### src/rtl/plic_gateway.sv
// Per-source PLIC interrupt gateway: trigger detection, pending/in-flight tracking
// and queued-edge counting between claim and complete.
module plic_gateway #(
    parameter int NSRC  = 8,
    parameter int CNT_W = 3,
    parameter int ID_W  = $clog2(NSRC + 1)
) (
    input  logic                pclk,
    input  logic                preset_n,
    input  logic [NSRC-1:0]     irq_src,
    input  logic [2*NSRC-1:0]   trig_mode,
    input  logic                claim_vld,
    input  logic [ID_W-1:0]     claim_id,
    input  logic                complete_vld,
    input  logic [ID_W-1:0]     complete_id,
    output logic [NSRC-1:0]     ip,
    output logic [NSRC-1:0]     ovf
);

    typedef enum logic [1:0] {
        S_IDLE     = 2'd0,
        S_PEND     = 2'd1,
        S_INFLIGHT = 2'd2
    } state_t;

    localparam logic [CNT_W-1:0] CNT_MAX = '1;

    for (genvar g = 0; g < NSRC; g++) begin : g_src
        localparam logic [ID_W-1:0] SRC_ID = ID_W'(g + 1);

        state_t           r_state;
        state_t           w_state_nxt;
        logic             r_src_q;
        logic [CNT_W-1:0] r_cnt;
        logic [CNT_W-1:0] w_cnt_nxt;
        logic             r_ovf;
        logic             w_ovf_nxt;
        logic [1:0]       w_mode;
        logic             w_level;
        logic             w_trig;
        logic             w_inc;
        logic             w_claim;
        logic             w_complete;
        logic [CNT_W:0]   w_cnt_sum;
        logic             w_ip;

        assign w_mode  = trig_mode[2*g+1 : 2*g];
        assign w_level = ~w_mode[1];

        // NOTE: every always_comb output gets a default first so no latch is inferred.
        always_comb begin
            w_trig = 1'b0;
            case (w_mode)
                2'b00:   w_trig =  irq_src[g];
                2'b01:   w_trig = ~irq_src[g];
                2'b10:   w_trig =  irq_src[g] & ~r_src_q;
                2'b11:   w_trig = ~irq_src[g] &  r_src_q;
                default: w_trig = 1'b0;
            endcase
        end

        // Claims and completes only count when addressed here and legal for the state.
        assign w_claim    = claim_vld    && (claim_id    == SRC_ID) && (r_state == S_PEND);
        assign w_complete = complete_vld && (complete_id == SRC_ID) && (r_state == S_INFLIGHT);
        assign w_inc      = w_trig && !w_level && (r_state != S_IDLE);
        assign w_cnt_sum  = {1'b0, r_cnt} + (CNT_W+1)'(w_inc);

        // NOTE: sequential state uses non-blocking assignments; reset is asynchronous.
        always_ff @(posedge pclk or negedge preset_n) begin
            if (!preset_n) begin
                r_state <= S_IDLE;
                r_src_q <= 1'b0;
                r_cnt   <= '0;
                r_ovf   <= 1'b0;
            end else begin
                r_state <= w_state_nxt;
                r_src_q <= irq_src[g];
                r_cnt   <= w_cnt_nxt;
                r_ovf   <= w_ovf_nxt;
            end
        end

        always_comb begin
            w_state_nxt = r_state;
            case (r_state)
                S_IDLE: begin
                    if (w_trig) w_state_nxt = S_PEND;
                end
                S_PEND: begin
                    if (w_claim) w_state_nxt = S_INFLIGHT;
                end
                S_INFLIGHT: begin
                    if (w_complete) begin
                        if (w_level) w_state_nxt = w_trig ? S_PEND : S_IDLE;
                        else         w_state_nxt = (w_cnt_sum != '0) ? S_PEND : S_IDLE;
                    end
                end
                default: w_state_nxt = S_IDLE;
            endcase
        end

        // Queued-edge counter: a complete consumes one unit of work, including an edge
        // arriving in the same cycle; otherwise edges accumulate and saturate.
        always_comb begin
            w_cnt_nxt = r_cnt;
            w_ovf_nxt = r_ovf;
            if (w_level) begin
                w_cnt_nxt = '0;
            end else if (w_complete) begin
                w_cnt_nxt = (w_cnt_sum != '0) ? CNT_W'(w_cnt_sum - (CNT_W+1)'(1)) : '0;
            end else if (w_inc) begin
                if (r_cnt == CNT_MAX) w_ovf_nxt = 1'b1;
                else                  w_cnt_nxt = r_cnt + CNT_W'(1);
            end
        end

        always_comb begin
            w_ip = (r_state == S_PEND);
        end

        assign ip[g]  = w_ip;
        assign ovf[g] = r_ovf;
    end

endmodule

### config.mk
export PLATFORM = sky130hd
export DESIGN_NAME = plic_gateway
export DESIGN_NICKNAME = d
export VERILOG_FILES = /design/src/rtl/plic_gateway.sv
export SDC_FILE = /design/constraint.sdc
export NUM_CORES = 1
export LEC_CHECK = 0
export ABC_AREA = 1
export BUFFER_PORTS_ARGS = -buffer_cell sky130_fd_sc_hd__buf_2
export CAP_MARGIN = 20
export CORE_ASPECT_RATIO = 1.5
export CORE_MARGIN = 2
export CORE_UTILIZATION = 40
export CTS_BUF_LIST = sky130_fd_sc_hd__clkbuf_4
export CTS_CLUSTER_DIAMETER = 100
export DETAILED_ROUTE_END_ITERATION = 7
export GPL_TIMING_DRIVEN = 0
export SLEW_MARGIN = 40
export SYNTH_ARGS = -nofsm -noshare
export SYNTH_HDL_FRONTEND = slang
export SYNTH_SLANG_ARGS = --single-unit
### constraint.sdc
create_clock -name pclk -period 5.3 [get_ports pclk]
set_clock_uncertainty 0.2 [all_clocks]
set_input_delay 0.53 -clock pclk [delete_from_list [all_inputs] [get_ports pclk]]
set_output_delay 0.53 -clock pclk [all_outputs]
set_load 0.01 [all_outputs]
### Word level (Yosys, flattened, before mapping)

Index checks and enable logic that the tools add are counted.

| operators by class | value |
|---|---|
| $add $sub $neg | 24 |
| eq/ne operators | 104 |
| mux-type cells | 104 |
| bitwise logic cells | 40 |
| reductions and logical operators | 104 |

Operator list:

| kind | number |
|---|---|
| $mux W3 | 40 |
| $eq A2 B2 Y1 const B | 24 |
| $logic_and A1 B1 Y1 | 48 |
| $mux W2 | 24 |
| $ne A2 B2 Y1 const B | 24 |
| $pmux W2 S3 | 8 |
| $add A3 B1 Y4 | 8 |
| $eq A2 B1 Y1 const B | 16 |
| $eq A4 B3 Y1 const B | 8 |
| $logic_not A2 Y1 | 16 |
| $pmux W1 S4 | 8 |
| $reduce_and A4 Y1 | 8 |
| $reduce_bool A4 Y1 | 8 |
| $add A3 B1 Y3 const B | 8 |
| $eq A3 B3 Y1 const B | 8 |
| $mux W1 | 24 |
| $ne A3 B1 Y1 const B | 8 |
| $ne A3 B3 Y1 const B | 8 |
| $not A1 Y1 | 24 |
| $reduce_and A3 Y1 | 8 |
| $sub A3 B1 Y3 const B | 8 |
| $and A1 B1 Y1 | 16 |
| $eq A4 B2 Y1 const B | 4 |
| $reduce_and A2 Y1 | 8 |
| other kinds (3) | 12 |

| storage, ports and cells | value |
|---|---|
| flip-flop bits (word level) | 56 |
| input port bits | 36 |
| output and inout port bits | 16 |
| word-level logic and storage cells | 408 |

### Longest topological paths before layout

| logic depth | value |
|---|---|
| depth after elaboration | 11 |
| mapped depth | 16 |
| gate-level depth less buffers | 16 |

### Worst setup path after synthesis

No wires, ideal clock.

| timing path | value |
|---|---|
| path type | input to register |
| start point | in trig_mode[4] |
| end point | reg g_src[2].r_state[0] |
| setup time | 0.124 ns |
| arrival | 1.865 ns |
| data required time | 4.976 ns |
| path slack | 3.110 ns |
| stages | 15 |
| path buffers | 0 |
| path through | inv_1 nor2_1 nand2_1 nand2_1 inv_1 nor2_1 ha_1 ha_1 inv_1 ha_1 nand3_1 nor2_1 nor2_1 nand2_1 nand2_1 |

| between the ends | value |
|---|---|
| longest elaborated chain between the ends | 10 |
| elaborated cells on any way between the ends | 16 |
| classes of those cells | 1 x add/sub; 4 x eq/ne; 6 x mux; 5 x reduce/logical |

Ends and longest elaborated chain:

| element | line | source |
|---|---|---|
| from (decl) | 11 | `input logic [2*NSRC-1:0] trig_mode,` |
| $eq A2 B2 Y1 (tied with other cells) | 53 | `case (w_mode)` |
| $pmux W1 S4 * | 53 |  |
| $logic_and A1 B1 Y1 (2 in series) | 65 | `assign w_inc = w_trig && !w_level && (r_state != S_IDLE);` |
| $add A3 B1 Y4 | 66 | `assign w_cnt_sum = {1'b0, r_cnt} + (CNT_W+1)'(w_inc);` |
| $reduce_bool A4 Y1 | 95 | `else w_state_nxt = (w_cnt_sum != '0) ? S_PEND : S_IDLE;` |
| $mux W1 | 95 |  |
| $mux W1 | 94 | `if (w_level) w_state_nxt = w_trig ? S_PEND : S_IDLE;` |
| $mux W2 | 93 | `if (w_complete) begin` |
| $pmux W2 S3 | 85 | `case (r_state)` |
| to (signal assigned) | 76 | `r_state <= w_state_nxt;` |
| to (decl) | 31 | `state_t r_state;` |

Every way passes the cells marked *; elsewhere a longest branch is shown, timed or not. The select of a mux whose other input is x is not followed.
A chain may end at the register's enable or synchronous reset.

### Worst setup path after layout

| timing path | value |
|---|---|
| start point | reg g_src[2].r_src_q |
| end point | reg g_src[2].r_state[0] |

| between the ends | value |
|---|---|
| longest elaborated chain between the ends | 11 |
| elaborated cells on any way between the ends | 15 |
| classes of those cells | 1 x add/sub; 1 x eq/ne; 6 x mux; 3 x bitwise; 4 x reduce/logical |

Ends and longest elaborated chain:

| element | line | source |
|---|---|---|
| from (decl) | 33 | `logic r_src_q;` |
| from (signal assigned) | 77 | `r_src_q <= irq_src[g];` |
| $not A1 Y1 | 56 | `2'b10: w_trig = irq_src[g] & ~r_src_q;` |
| $and A1 B1 Y1 | 56 |  |
| $pmux W1 S4 * | 53 |  |
| $logic_and A1 B1 Y1 (2 in series) | 65 |  |
| $add A3 B1 Y4 | 66 |  |
| $reduce_bool A4 Y1 | 95 |  |
| $mux W1 | 95 |  |
| $mux W1 | 94 |  |
| $mux W2 | 93 |  |
| $pmux W2 S3 | 85 |  |

Marked as above.

==> results by group <==
CTS
  • H-tree depth: 2
  • CTS buffer count: 5
  • Clock sink count: 56
  • Worst-path clk slew: between 0.15 and 0.2 ns
  • Resized Gates After CTS: 0
  • Setup bufs post-CTS: 0
  • CTS tree: done
  • Root Driver: clkbuf_4
  • CTS Buffer Depth: 2
  • Worst-Skew Late Latency: just under 0.4 ns

Logic synthesis
  • Post-synth net total: slightly above 800
  • Sequential-to-total area share from yosys stat: roughly 30%
  • Yosys Warn Count: 0
  • Synth cell types: 22
  • Synthesized cell area: 4730 um2
  • Cells after Synth: about 750
  • #FFs+latches synth: between 50 and 60
  • Synthesized area per cell: around 6.3 um2

Setup path
  • Required @ worst endpoint: between 5 and 6 ns
  • CP Capture Type: flip-flop
  • CP Max Fanout: 4
  • CP Class: flip-flop to flip-flop
  • Crit start category: flip-flop
  • Arr. time, crit path: 2.40 ns

STA
  • Slew @ Worst Pin: around 0.55 ns
  • FMAX: about 440 MHz
  • Slew HR: a little under two thirds
  • Final hold violations: 0
  • Final Slew Violations: 0
  • RSZ-0062 raised after global routing: no
  • Final setup fails: 0
  • Final period utilization: between 40% and 50%
  • Final Hold Slack: between 0.03 and 0.04 ns
  • Final setup TNS: 0 ns
  • Fin crit period: about 2.3 ns

Global routing
  • Total Routing Usage GR: around 17%
  • Global route total overflow: 0
  • Largest net degree at the start of global routing: 57
  • Initial antenna violation count: 0
  • First-pass GRT wire length: approximately 18 mm
  • Number of global-route vias before repair: 4,460

Drt
  • Initial DRC count: between 200 and 250
  • Final wirelength: 10.7 mm
  • Routed Antenna Nets: 0
  • Post-detailed-route via-to-cell ratio: between 4 and 5
  • DRT Pass-1 Iters: 4
  • DRC: 0
  • Avg WL per Cell: ~11 um
  • Vias: approximately 4,600

Final layout
  • Fill cells: between 1,000 and 1,500
  • Design Area, Final: 5240 um2
  • Layout area overhead: 10.7%
  • Layout net count: between 800 and 900
  • Non-Filler Instances: between 900 and 1,000
  • Ratio of cells with drive above 1 in the final layout: between 10% and 20%
  • Diode count: 0

Place
  • Detail Placement HPWL: roughly 8.7 mm
  • GPL Wtd Cong: approximately 0.88
  • Placed Cells: 950
  • Port Buffers: between 50 and 60
  • Placed Area: between 5000 and 6000 um2

Floorplan
  • Initial Utilization: approximately two fifths
  • Die H: ~140 um
  • IO Pins: 52
  • Core box area: ~12,000 um2
  • # rows: 48
  • Horiz. Die Dim: about 93 um
  • Die outline area: 12,700 um2

Hold path
  • Min-Delay Path Class: input pin to flip-flop

Power
  • VDD IR-drop max: between 0.15 and 0.2 mV
  • Combinational power share: a little over half
  • P_int: ~0.00094 W
  • Leak: 3.05 nW
  • Clock power frac: a little over a tenth
  • Sw frac: a little under half
  • Pwr Total: about 0.0017 W
  • Psw: slightly above 0.0008 W
  • P per Cell Area: roughly 330 nW/um2
  • Sequential share of power: 36.2%

Job
  • Max cap viols: 0

Status
  • Status: completed
## area by class of cell
type	instances	area, um2	share of cell area [%]
buffer	17	131	2.51
sequential	56	1400	26.8
inverter	148	556	10.6
clock buffer	5	37.5	0.717
multi-input combinational	528	2650	50.5
clock inverter	2	7.51	0.143
timing repair buffer	52	272	5.18
tap	150	188	3.58
## critical path, cell delays in order (launching register included)
cell	delay (ns)
dfrtp_1	0.41
nand2_1	0.06
nand3_1	0.06
nand2_1	0.13
inv_1	0.05
nor2_1	0.16
ha_1	0.20
ha_1	0.23
inv_1	0.06
ha_1	0.18
nand3_1	0.17
nor2_1	0.12
nor2_1	0.06
nand2_1	0.07
nand2_1	0.05
## sequential cells by signal, summed over array words and instances, names as in the netlist
| register | flops |
|---|---|
| g_src.r_cnt | 24 |
| g_src.r_src_q | 8 |
| g_src.r_ovf | 8 |
| g_src.r_state | 16 |
## cell usage after synthesis
cell type	n	area [um2]
nand3b_1	6	45.0
nor2_2	9	56.3
inv_2	1	3.75
nor3_2	1	10.0
dfrtp_1	56	1400
nor3_4	3	48.8
nand2_1	224	841
a31o_2	1	8.76
nand4_1	10	62.6
inv_1	147	552
nand2_2	2	12.5
nor2_1	95	357
a31oi_1	1	6.26
o21ai_2	3	26.3
a21oi_1	23	115
buf_4	16	120
nand3_2	1	10.0
nand3_1	102	510
buf_6	1	11.3
o21ai_0	6	30.0
ha_1	40	500
nor3_1	1	5.00
## placed cells by master (no fill, tap or decap)
master | Yosys | routed
o21ai_2 | 3 | 3
nor3_2 | 1 | 1
inv_1 | 147 | 147
nand3_2 | 1 | 1
nand2_2 | 2 | 2
nand4_1 | 10 | 10
a31o_2 | 1 | 1
clkbuf_4 | 0 | 5
nor3_4 | 3 | 3
nand2_1 | 224 | 224
nor3_1 | 1 | 1
inv_2 | 1 | 1
o21ai_0 | 6 | 6
dfrtp_1 | 56 | 56
a31oi_1 | 1 | 1
nand3b_1 | 6 | 6
dlygate4sd3_1 | 0 | 1
buf_6 | 1 | 2
ha_1 | 40 | 40
a21oi_1 | 23 | 23
buf_4 | 16 | 16
nand3_1 | 102 | 102
nor2_1 | 95 | 95
nor2_2 | 9 | 9
clkinv_1 | 0 | 2
buf_2 | 0 | 50
## cells by family (layout without fill, tap and decap cells)
family          after synthesis  count (layout)  synth area share (%)
compound gates               34              34                  3.94
flops                        56              56                  29.6
simple gates                454             454                  41.4
buf+inv                     165             224                  14.5
fa+ha+maj                    40              40                  10.6
## routing by layer
layer  vias up  track usage [%]  part of all wire, %
met5         -                0                    0
li1       2436                -                    -
met4         0             6.05                  1.7
met2        72             33.9                   54
met3        16             2.63                  2.7
met1      2101             18.9                   42
## worst paths after layout
kind	start	end	slack, ns	depth (start not counted)
max in group asynchronous	preset_n	g_src[0].r_cnt[1]	4.06	2
worst max register to register	g_src[2].r_src_q	g_src[2].r_state[0]	3.00	14
worst min-delay path	irq_src[3]	g_src[3].r_src_q	0.04	1
worst max-delay path	g_src[2].r_src_q	g_src[2].r_state[0]	3.00	14
worst min register to register	g_src[2].r_ovf	g_src[2].r_ovf	0.28	2
min in group asynchronous	preset_n	g_src[5].r_ovf	0.45	2
## power groups by stage
stage                     sequential [W]  clock (W)  combinational [W]
final                           0.000632   0.000187           0.000927
after global routing            0.000649   0.000211            0.00109
after CTS                       0.000631   0.000196           0.000933
after detailed placement        0.000640          0           0.000930
after global placement          0.000635          0           0.000899
after floorplan                 0.000612          0           0.000724
## metrics by stage
step / util, % / setup WS, ns
floorplan: - / 3.11
global placement: 44.9 / 2.76
detailed placement: 44.9 / 2.72
CTS: 45.3 / 3.00
global route: 45.4 / 2.81
finish: 45.4 / 3.00
## what timing repair did
item,in CTS,in global routing
hold buffers,0,1
endpoints found under the hold margin,0,56
setup endpoints to repair,0,0
Power figures use the tool's default switching activity.
